### src/rtl/lut_cfg_loader_if.sv
// Configuration / readback stream bundle for lut_cfg_loader.
// master = configuration controller side, slave = loader side.
interface lut_cfg_loader_if #(
   parameter int W = 8
);
   logic         cfg_valid;
   logic         cfg_ready;
   logic [W-1:0] cfg_data;
   logic         cfg_last;
   logic         cfg_par;
   logic         cfg_done;
   logic         cfg_err;
   logic         rb_req;
   logic         rb_valid;
   logic         rb_ready;
   logic [W-1:0] rb_data;
   logic         rb_last;

   modport master (
      output cfg_valid, cfg_data, cfg_last, cfg_par, rb_req, rb_ready,
      input  cfg_ready, cfg_done, cfg_err, rb_valid, rb_data, rb_last
   );

   modport slave (
      input  cfg_valid, cfg_data, cfg_last, cfg_par, rb_req, rb_ready,
      output cfg_ready, cfg_done, cfg_err, rb_valid, rb_data, rb_last
   );
endinterface

### src/rtl/lut_cfg_loader.sv
// Runtime-loadable K-input LUT: word-serial shadow load, atomic commit, mask readback.
// Define LUT_CFG_PARITY_EN to reject frames containing words with bad even parity.
module lut_cfg_loader #(
   parameter int K = 6,
   parameter int W = 8
) (
   input  logic              clk,
   input  logic              reset,
   lut_cfg_loader_if.slave   bus,
   input  logic [5:0]        in,
   output logic              out,
   output logic              mask_valid
);
   localparam int M  = 1 << K;
   localparam int N  = (M / W > 1) ? M / W : 1;
   localparam int SW = N * W;
   localparam int CW = (N > 1) ? $clog2(N) : 1;

   typedef enum logic [1:0] {IDLE, LOAD, COMMIT, READBACK} state_t;

   state_t         state, state_d;
   logic [CW-1:0]  cnt, cnt_d;
   logic [SW-1:0]  shadow;
   logic [M-1:0]   active;
   logic [SW-1:0]  active_ext;
   logic [W-1:0]   rb_word;
   logic           err_q;
   logic           accept;
   logic           at_last;
   logic           par_bad;
   logic           frame_err;
   logic           unused_bits;

   assign bus.cfg_ready = !reset && (state == IDLE || state == LOAD);
   assign accept        = bus.cfg_valid && bus.cfg_ready;
   assign at_last       = (cnt == CW'(N - 1));
   assign active_ext    = SW'(active);

`ifdef LUT_CFG_PARITY_EN
   logic par_err;
   logic word_bad;

   assign word_bad = ^{bus.cfg_data, bus.cfg_par};
   assign par_bad  = par_err || word_bad;

   // Sticky across the frame; the verdict is only taken on the closing word.
   always_ff @(posedge clk) begin
      if (reset)
         par_err <= 1'b0;
      else if (state_d == IDLE)
         par_err <= 1'b0;
      else if (accept && word_bad)
         par_err <= 1'b1;
   end
`else
   assign par_bad = 1'b0;
`endif

   always_comb begin
      state_d   = state;
      cnt_d     = cnt;
      frame_err = 1'b0;
      case (state)
         IDLE, LOAD: begin
            if (accept) begin
               if (bus.cfg_last || at_last) begin
                  cnt_d = '0;
                  if ((bus.cfg_last != at_last) || par_bad) begin
                     frame_err = 1'b1;
                     state_d   = IDLE;
                  end else begin
                     state_d = COMMIT;
                  end
               end else begin
                  state_d = LOAD;
                  cnt_d   = cnt + 1'b1;
               end
            end else if (state == IDLE && bus.rb_req) begin
               state_d = READBACK;
               cnt_d   = '0;
            end
         end
         COMMIT: state_d = IDLE;
         READBACK: begin
            if (bus.rb_ready) begin
               if (at_last) begin
                  state_d = IDLE;
                  cnt_d   = '0;
               end else begin
                  cnt_d = cnt + 1'b1;
               end
            end
         end
         default: begin
            state_d = IDLE;
            cnt_d   = '0;
         end
      endcase
   end

   always_ff @(posedge clk) begin
      if (reset) begin
         state      <= IDLE;
         cnt        <= '0;
         shadow     <= '0;
         active     <= '0;
         mask_valid <= 1'b0;
         err_q      <= 1'b0;
      end else begin
         state <= state_d;
         cnt   <= cnt_d;
         err_q <= frame_err;
         if (accept) begin
            for (int unsigned i = 0; i < N; i++)
               if (cnt == CW'(i))
                  shadow[i*W +: W] <= bus.cfg_data;
         end
         if (frame_err)
            shadow <= '0;
         if (state == COMMIT) begin
            active     <= shadow[M-1:0];
            mask_valid <= 1'b1;
         end
      end
   end

   always_comb begin
      rb_word = '0;
      for (int unsigned i = 0; i < N; i++)
         if (cnt == CW'(i))
            rb_word = active_ext[i*W +: W];
   end

   assign bus.cfg_done = !reset && (state == COMMIT);
   assign bus.cfg_err  = err_q;
   assign bus.rb_valid = !reset && (state == READBACK);
   assign bus.rb_last  = bus.rb_valid && at_last;
   assign bus.rb_data  = bus.rb_valid ? rb_word : '0;

   assign out = mask_valid && active[in[K-1:0]];

   // Upper LUT inputs, unused parity bit and shadow padding beyond M are don't-cares.
   assign unused_bits = ^{in, bus.cfg_par, shadow};
endmodule

### src/flat_wrapper.sv
// flat-port wrapper written by rule: the top's interface ports become plain ports
module lut_cfg_loader_flat 
#(
   parameter int K = 6,
   parameter int W = 8
)
  (clk, reset, in, out, mask_valid, bus_cfg_valid, bus_cfg_data, bus_cfg_last, bus_cfg_par, bus_rb_req, bus_rb_ready, bus_cfg_ready, bus_cfg_done, bus_cfg_err, bus_rb_valid, bus_rb_data, bus_rb_last);
  lut_cfg_loader_if #(.W(W)) bus_i ();
  input  logic clk;
  input  logic reset;
  input  logic [5:0] in;
  output logic out;
  output logic mask_valid;
  input wire logic [$bits(bus_i.cfg_valid)-1:0] bus_cfg_valid;
  input wire logic [$bits(bus_i.cfg_data)-1:0] bus_cfg_data;
  input wire logic [$bits(bus_i.cfg_last)-1:0] bus_cfg_last;
  input wire logic [$bits(bus_i.cfg_par)-1:0] bus_cfg_par;
  input wire logic [$bits(bus_i.rb_req)-1:0] bus_rb_req;
  input wire logic [$bits(bus_i.rb_ready)-1:0] bus_rb_ready;
  output wire logic [$bits(bus_i.cfg_ready)-1:0] bus_cfg_ready;
  output wire logic [$bits(bus_i.cfg_done)-1:0] bus_cfg_done;
  output wire logic [$bits(bus_i.cfg_err)-1:0] bus_cfg_err;
  output wire logic [$bits(bus_i.rb_valid)-1:0] bus_rb_valid;
  output wire logic [$bits(bus_i.rb_data)-1:0] bus_rb_data;
  output wire logic [$bits(bus_i.rb_last)-1:0] bus_rb_last;
  assign bus_i.cfg_valid = bus_cfg_valid;
  assign bus_i.cfg_data = bus_cfg_data;
  assign bus_i.cfg_last = bus_cfg_last;
  assign bus_i.cfg_par = bus_cfg_par;
  assign bus_i.rb_req = bus_rb_req;
  assign bus_i.rb_ready = bus_rb_ready;
  assign bus_cfg_ready = bus_i.cfg_ready;
  assign bus_cfg_done = bus_i.cfg_done;
  assign bus_cfg_err = bus_i.cfg_err;
  assign bus_rb_valid = bus_i.rb_valid;
  assign bus_rb_data = bus_i.rb_data;
  assign bus_rb_last = bus_i.rb_last;
  lut_cfg_loader #(.K(K), .W(W)) u_core (.clk(clk), .reset(reset), .bus(bus_i), .in(in), .out(out), .mask_valid(mask_valid));
endmodule
### config.mk
export PLATFORM = sky130hd
export DESIGN_NAME = lut_cfg_loader_flat
export DESIGN_NICKNAME = d
export VERILOG_FILES = /design/src/rtl/lut_cfg_loader_if.sv /design/src/rtl/lut_cfg_loader.sv /design/src/flat_wrapper.sv
export SDC_FILE = /design/constraint.sdc
export NUM_CORES = 1
export LEC_CHECK = 0
export CAP_MARGIN = 20
export CELL_PAD_IN_SITES_DETAIL_PLACEMENT = 0
export CELL_PAD_IN_SITES_GLOBAL_PLACEMENT = 1
export CORE_AREA = 2 2 118 143
export CTS_CLUSTER_SIZE = 28
export DETAILED_ROUTE_END_ITERATION = 7
export DIE_AREA = 0 0 120 145
export PLACE_DENSITY = 0.77
export SLEW_MARGIN = 30
export SYNTH_ARGS = -nofsm -noshare
export SYNTH_HDL_FRONTEND = slang
export SYNTH_SLANG_ARGS = --single-unit
### constraint.sdc
create_clock -name clk -period 3.1 [get_ports clk]
set_clock_uncertainty 0.05 [all_clocks]
set_input_delay 0.31 -clock clk [delete_from_list [all_inputs] [get_ports clk]]
set_output_delay 0.31 -clock clk [all_outputs]
set_load 0.02 [all_outputs]
==> impl_metrics.py, run 1 <==
metrics = {
    "critical_path": {
        "crit_buf_inv": 4,
        "cpMostUsedCell": "buf_4",
        "crit_family": "buffers and inverters",
        "cp.depth": 10,
        "crit_path_max_fanout": 10,
        "cp_data_required_time_ns": 2.74,
        "rr_worst_depth": 9,
        "path_class": "reg -> out",
        "crit_chain": "inv_1, ha_2, buf_4, a21boi_1, buf_4, nand2_1, o211ai_1, a21oi_1, nor3_1, dlygate4sd2_1",
        "start_kind": "register",
        "slowest_delay_ns": 0.39,
        "endpoint_kind": "output pin",
        "critPathArrivalTime_ns": 2.62,
        "cp_slowest_cell": "dfxtp_1",
    },
    "min_path": {
        "worstHoldPathType": "in -> reg",
        "hold_path_depth": 3,
    },
    "power": {
        "power_density_mw_per_mm2": 572,
        "ir_drop_mv": 0.370,
        "p_sw_mw": 0.978,
        "power_frac_comb_pct": 7.1,
        "power_frac_clock_pct": 51.0,
        "power.leakage_nw": 2.66,
        "p_int_mw": 3.23,
        "swShare_pct": 23.3,
        "p_seq_share_pct": 41.9,
    },
    "sta": {
        "fin_crit_sh_pct": 96.2,
        "fin_crit_ns": 2.98,
        "setup_violations": 0,
        "timing.fmax_ghz": 0.335,
        "hold_viol": 0,
        "drv_slew": 0,
        "worst_pin_slew_ns": 0.758,
        "setup_ws_ns": 0.118,
        "maxSlewHeadroom_pct": 49.4,
        "rsz0062_at_grt": "no",
    },
    "flow_run": {
        "cap_violations": 0,
    },
    "global_route": {
        "track_usage_pct": 21.8,
        "grt_pass1_vias": 5071,
        "overflow": 0,
        "grt_max_degree": 65,
        "antenna_found_initial": 0,
        "grt_pass1_wl_mm": 28.9,
    },
    "placement": {
        "hpwl_mm": 12.9,
        "place_congestion": 0.895,
        "io_buffers": 34,
        "dp_slack_ns": -0.0986,
        "place_inst": 967,
    },
    "layout": {
        "fin_cells": 998,
        "nets": 803,
        "antennaDiodeCount": 0,
        "synthToLayoutAreaGrowth_pct": 20.0,
        "drive_above_1_share_pct": 10.9,
    },
    "floorplan": {
        "dieArea_mm2": 0.0174,
        "start_util_pct": 38.2,
        "ioPinCount": 36,
        "chipWidth_um": 120,
        "core_area_mm2": 0.0160,
        "die_y_um": 145,
        "row_count": 51,
    },
    "drt": {
        "route.vias.total": 5373,
        "vias_per_cell": 5.38,
        "finalWirelength_mm": 18.6,
        "drc_errors": 0,
        "drt_first_iter_violations": 536,
        "first_pass_iters": 5,
        "ant_nets": 0,
        "wl_per_cell_um": 18.7,
    },
    "clocking": {
        "cts_root_buffer": "clkbuf_16",
        "cts_sinks": 135,
        "clk_pin_slew_ns": 0.06,
        "cts_tree": "built",
        "h-tree-depth": 4,
        "clk_latency_ns": 0.43,
        "numCtsBuffers": 17,
        "cts_max_path_buffers": 2,
        "cts_setup_buffers": 0,
    },
    "synth": {
        "syn_area_mm2": 0.00612,
        "synth.yosys.seq_area_share_pct": 44.1,
        "syn_inst": 758,
        "yosysWarnings": 0,
        "synth.avg_cell_area_um2": 8.08,
        "synth-seq-cells": 135,
        "synth_cell_type_count": 37,
        "syn-num-nets": 787,
    },
    "run_status": {
        "status": "finished clean",
    },
}
[power groups by stage]
stage          clock network [mW]  logic [mW]  registers [mW]
6_report                     2.15       0.297            1.76
4_1_cts                      2.17       0.300            1.76
5_1_grt                      2.24       0.318            1.76
3_5_place_dp                    0       0.298            1.80
3_3_place_gp                    0       0.296            1.80
2_1_floorplan                   0       0.171            1.80
[layout by cell type (no fill, tap or decap), drive strengths merged, types with 2 or more instances in the layout]
master         count
and3b              8
bufinv             4
nor2              41
buf               26
o21ai              9
nand2b             4
a21oi            134
a22oi             10
mux4              17
o31ai              2
clkdlybuf4s15      2
dfxtp            135
o211ai             8
nand3             27
or2                2
ha                 8
mux2i             33
clkbuf            22
inv                8
and2               4
o22ai              8
clkdlybuf4s50     24
nor3               8
nand2            214
clkinv             3
nor2b              9
clkinvlp           4
dlygate4sd2        5
[sequential cells by signal, summed over array words and instances, names as in the netlist]
signal and count:
u_core.active 64, u_core.shadow 64, u_core.cnt 3, u_core.state 2, u_core.bus.cfg_err 1, u_core.mask_valid 1
[timing repair]
item                                    in CTS  in global routing
hold buffers                                 0                  0
endpoints found under the setup margin       9                  8
gates resized for setup                     10                 14
[metrics by stage]
| step | power (mW) | util (%) | hold WS, ns | instance area (um^2) | TNS (ns) |
|---|---|---|---|---|---|
| global route | 4.33 | 45.9 | 0.274 | 7350 | 0 |
| CTS | 4.24 | 45.8 | 0.256 | 7340 | 0 |
| detailed placement | 2.10 | 42.0 | 0.394 | 6720 | -0.0986 |
| floorplan | 1.97 | - | 0.382 | 6120 | 0 |
| global placement | 2.09 | 42.0 | 0.387 | 6720 | -0.0550 |
| finish | 4.21 | 45.9 | 0.269 | 7350 | 0 |
[cell usage after synthesis, drive strengths merged]
cell type	n	area share, %
nand2	214	13
dfxtp	135	44
a21oi	134	11
clkbuf	43	2.7
nor2	41	2.5
mux2i	33	5.4
nand3	27	2.3
buf	19	1.4
mux4	17	6.4
a22oi	10	1.2
nor2b	9	0.92
o21ai	9	0.80
and3b	8	1.1
ha	8	1.6
nor3	8	0.65
o211ai	8	0.98
o22ai	8	0.82
inv	7	0.43
and2	4	0.41
nand2b	4	0.53
o31ai	2	0.25
or2	2	0.20
a211o	1	0.14
a21bo	1	0.16
a21boi	1	0.12
a21o	1	0.12
a2bb2oi	1	0.14
clkinv	1	0.061
nor3b	1	0.12
o2111ai	1	0.25
[logic make-up (layout without fill, tap and decap cells)]
kind of cell / Yosys count / after routing / synth area share, %
compound gates: 177 / 177 / 16.0
fa+ha+maj: 8 / 8 / 1.63
buf+inv: 70 / 98 / 4.56
flops: 135 / 135 / 44.1
mux: 50 / 50 / 11.8
simple gates: 318 / 318 / 21.9
[layout make-up]
cell class / instances / area [um^2]
Sequential cell: 135 / 2700
Clock inverter: 11 / 173
Timing Repair Buffer: 59 / 557
Fill cell: 1578 / 8660
Tap cell: 212 / 265
Multi-Input combinational cell: 553 / 3170
Clock buffer: 20 / 457
Inverter: 8 / 30.0
[layer usage]
| layer | up-vias | share of wire [%] | GRT usage, % | routed length, um |
|---|---|---|---|---|
| li1 | 2612 | - | - | - |
| met1 | 2581 | 46 | 29.9 | 8620 |
| met2 | 156 | 47 | 34.3 | 8730 |
| met3 | 24 | 5.1 | 4.13 | 949 |
| met4 | 0 | 1.7 | 7.47 | 319 |
| met5 | - | 0 | 0 | 0 |
[worst min-delay path: cells and delay by family]
family,cells,cell delay (ns)
and+or+nand+nor,2,0.26
buffers and inverters,1,0.12
[path summary, 6_finish.rpt]
check | startpoint | to | slack [ns]
max | u_core.cnt[0] | bus_rb_data[5] | 0.12
min | reset | u_core.bus.cfg_err | 0.27
max reg2reg | u_core.cnt[0] | u_core.shadow[30] | 0.44
min reg2reg | u_core.shadow[60] | u_core.active[60] | 0.40
Note: power is estimated with default switching activity, not from simulation.
==> run 2: changes to the inputs <==
--- a/config.mk
+++ b/config.mk
@@ -5,7 +5,6 @@
 export SDC_FILE = /design/constraint.sdc
 export NUM_CORES = 1
 export LEC_CHECK = 0
-export CAP_MARGIN = 20
 export CELL_PAD_IN_SITES_DETAIL_PLACEMENT = 0
 export CELL_PAD_IN_SITES_GLOBAL_PLACEMENT = 1
 export CORE_AREA = 2 2 118 143
@@ -13,6 +12,7 @@
 export DETAILED_ROUTE_END_ITERATION = 7
 export DIE_AREA = 0 0 120 145
 export PLACE_DENSITY = 0.77
+export SETUP_SLACK_MARGIN = 0.15
 export SLEW_MARGIN = 30
 export SYNTH_ARGS = -nofsm -noshare
 export SYNTH_HDL_FRONTEND = slang
==> constraint.sdc (replaced) <==
create_clock -name clk -period 3.65 [get_ports clk]
set_clock_uncertainty 0.05 [all_clocks]
set_input_delay 0.365 -clock clk [delete_from_list [all_inputs] [get_ports clk]]
set_output_delay 0.365 -clock clk [all_outputs]
set_load 0.02 [all_outputs]
==> impl_metrics.py, run 2 (synthesis gave the netlist of run 1 again) <==
metrics = {
    "run_status": {
        "status": "finished clean",
    },
    "floorplan": {
        "core_area_mm2": 0.0160,
        "row_count": 51,
        "dieArea_mm2": 0.0174,
        "chipWidth_um": 120,
        "start_util_pct": 38.2,
        "die_y_um": 145,
        "ioPinCount": 36,
    },
    "critical_path": {
        "path_class": "reg -> out",
        "crit_buf_inv": 2,
        "cp_slowest_cell": "clkdlybuf4s50_1",
        "cp_data_required_time_ns": 3.23,
        "cpMostUsedCell": "a21oi_1",
        "endpoint_kind": "output pin",
        "start_kind": "register",
        "critPathArrivalTime_ns": 2.93,
        "crit_path_max_fanout": 19,
        "crit_chain": "inv_1, ha_2, and3b_1, a21oi_1, o21ai_0, a21oi_1, nor3_1, clkdlybuf4s50_1",
        "slowest_delay_ns": 0.68,
        "crit_family": "buffers and inverters",
    },
    "power": {
        "total_power_mw": 3.46,
        "power_density_mw_per_mm2": 478,
        "power.leakage_nw": 2.57,
        "ir_drop_mv": 0.308,
    },
    "sta": {
        "hold_viol": 0,
        "setup_violations": 0,
        "fin_crit_sh_pct": 91.7,
        "timing.fmax_ghz": 0.299,
        "worst_pin_slew_ns": 0.770,
        "setup-tns-final_ns": 0,
        "drv_slew": 0,
        "fin_crit_ns": 3.35,
        "maxSlewHeadroom_pct": 48.7,
        "setup_ws_ns": 0.302,
        "rsz0062_at_grt": "no",
    },
    "global_route": {
        "grt_max_degree": 73,
        "grt_pass1_wl_mm": 28.5,
        "overflow": 0,
        "grtUsageMet3_pct": 4.36,
        "grt_use_met1_pct": 28.5,
        "grt-busiest-layer": "met2",
        "grtUsageMet2_pct": 33.6,
        "track_usage_pct": 21.2,
        "grt_pass1_vias": 5184,
        "antenna_found_initial": 0,
    },
    "placement": {
        "dp_slack_ns": 0.204,
        "io_buffers": 34,
        "hpwl_mm": 12.0,
        "place_congestion": 0.885,
        "placed_area_mm2": 0.00661,
        "place_inst": 958,
    },
    "clocking": {
        "cts_tree": "built",
        "numCtsBuffers": 17,
        "cts_sinks": 135,
        "cts_setup_buffers": 0,
        "cts_max_path_buffers": 2,
        "cts_root_buffer": "clkbuf_16",
        "h-tree-depth": 4,
        "clk_pin_slew_ns": 0.06,
        "clk_latency_ns": 0.42,
    },
    "drt": {
        "drt_first_iter_violations": 454,
        "first_pass_iters": 5,
        "drc_errors": 0,
        "wl_per_cell_um": 18.0,
        "ant_nets": 0,
        "vias_per_cell": 5.36,
        "route.vias.total": 5310,
        "finalWirelength_mm": 17.8,
    },
    "layout": {
        "fin_area_mm2": 0.00724,
        "synthToLayoutAreaGrowth_pct": 18.3,
        "fillerInstances": 1563,
        "nets": 794,
        "drive_above_1_share_pct": 10.4,
        "fin_cells": 990,
        "layout_common_cells": "nand2_1 (213), dfxtp_1 (134), a21oi_1 (133)",
        "regArea_mm2": 0.00270,
        "largest_registers": "u_core.active: 64 flops, u_core.shadow: 64 flops, u_core.cnt: 3 flops",
        "multiInputGateArea_mm2": 0.00318,
        "layout_commonest_cell": "nand2_1",
        "antennaDiodeCount": 0,
    },
    "min_path": {
        "worstHoldPathType": "reg -> reg",
    },
    "flow_run": {
        "cap_violations": 0,
    },
}
==> run 2: changes by cell type in the layout (fill, tap and decap cells not counted), sizes merged, moves of 2 or more <==
cell | previous run | this run
clkinv | 3 | 6
bufinv | 4 | 2
clkdlybuf4s15 | 2 | 0
buf | 26 | 17
dlygate4sd2 | 5 | 0
clkbuf | 22 | 19
clkdlybuf4s50 | 24 | 32
==> run 2: final timing paths <==
check	start	to	slack, ns	cells past startpoint
min reg2reg	u_core.shadow[26]	u_core.active[26]	0.40	2
max reg2reg	u_core.cnt[0]	u_core.shadow[3]	1.05	8
min	u_core.shadow[26]	u_core.active[26]	0.40	2
max	u_core.cnt[0]	bus_rb_data[0]	0.30	8
==> run 2: layer usage <==
metal	share of wire (%)	vias up
met5	0	-
met4	2.7	0
met3	4.6	31
met2	47	164
met1	46	2509
li1	-	2606
==> run 2: final cells by class <==
type	instances	area share, %
repair buffers	50	6.37
multi-input cells	553	43.9
well taps	212	3.66
clock inverters	13	2.00
flip-flops and latches	135	37.3
inverters	8	0.466
clock buffers	19	6.25
==> run 2: timing repair <==
item	in CTS	in global routing
hold buffers	0	0
gates resized for setup	4	8
pin swaps	0	0
setup endpoints to repair	6	9
==> run 2: tightest hold or removal path, stage by stage, from the launching register on <==
cell,delay [ns]
dfxtp_1,0.31
nand2_1,0.05
a21oi_1,0.05
==> run 2: per-stage QoR <==
step / utilization [%] / hold slack (ns)
floorplan: - / 0.382
global placement: 41.2 / 0.385
detailed placement: 41.2 / 0.393
CTS: 45.1 / 0.399
global route: 45.2 / 0.417
finish: 45.2 / 0.400
==> run 2: where the power goes <==
group	internal, mW	leakage (nW)	switching (mW)
registers	1.48	1.09	0.0114
logic	0.0708	1.20	0.166
clock network	1.05	0.286	0.679
==> run 3: changes to the inputs <==
--- a/config.mk
+++ b/config.mk
@@ -8,7 +8,7 @@
 export CELL_PAD_IN_SITES_DETAIL_PLACEMENT = 0
 export CELL_PAD_IN_SITES_GLOBAL_PLACEMENT = 1
 export CORE_AREA = 2 2 118 143
-export CTS_CLUSTER_SIZE = 28
+export CTS_CLUSTER_DIAMETER = 60
 export DETAILED_ROUTE_END_ITERATION = 7
 export DIE_AREA = 0 0 120 145
 export PLACE_DENSITY = 0.77
==> results of run 3 <==
The final DEF is identical to that of run 2; final timing and power are the same.
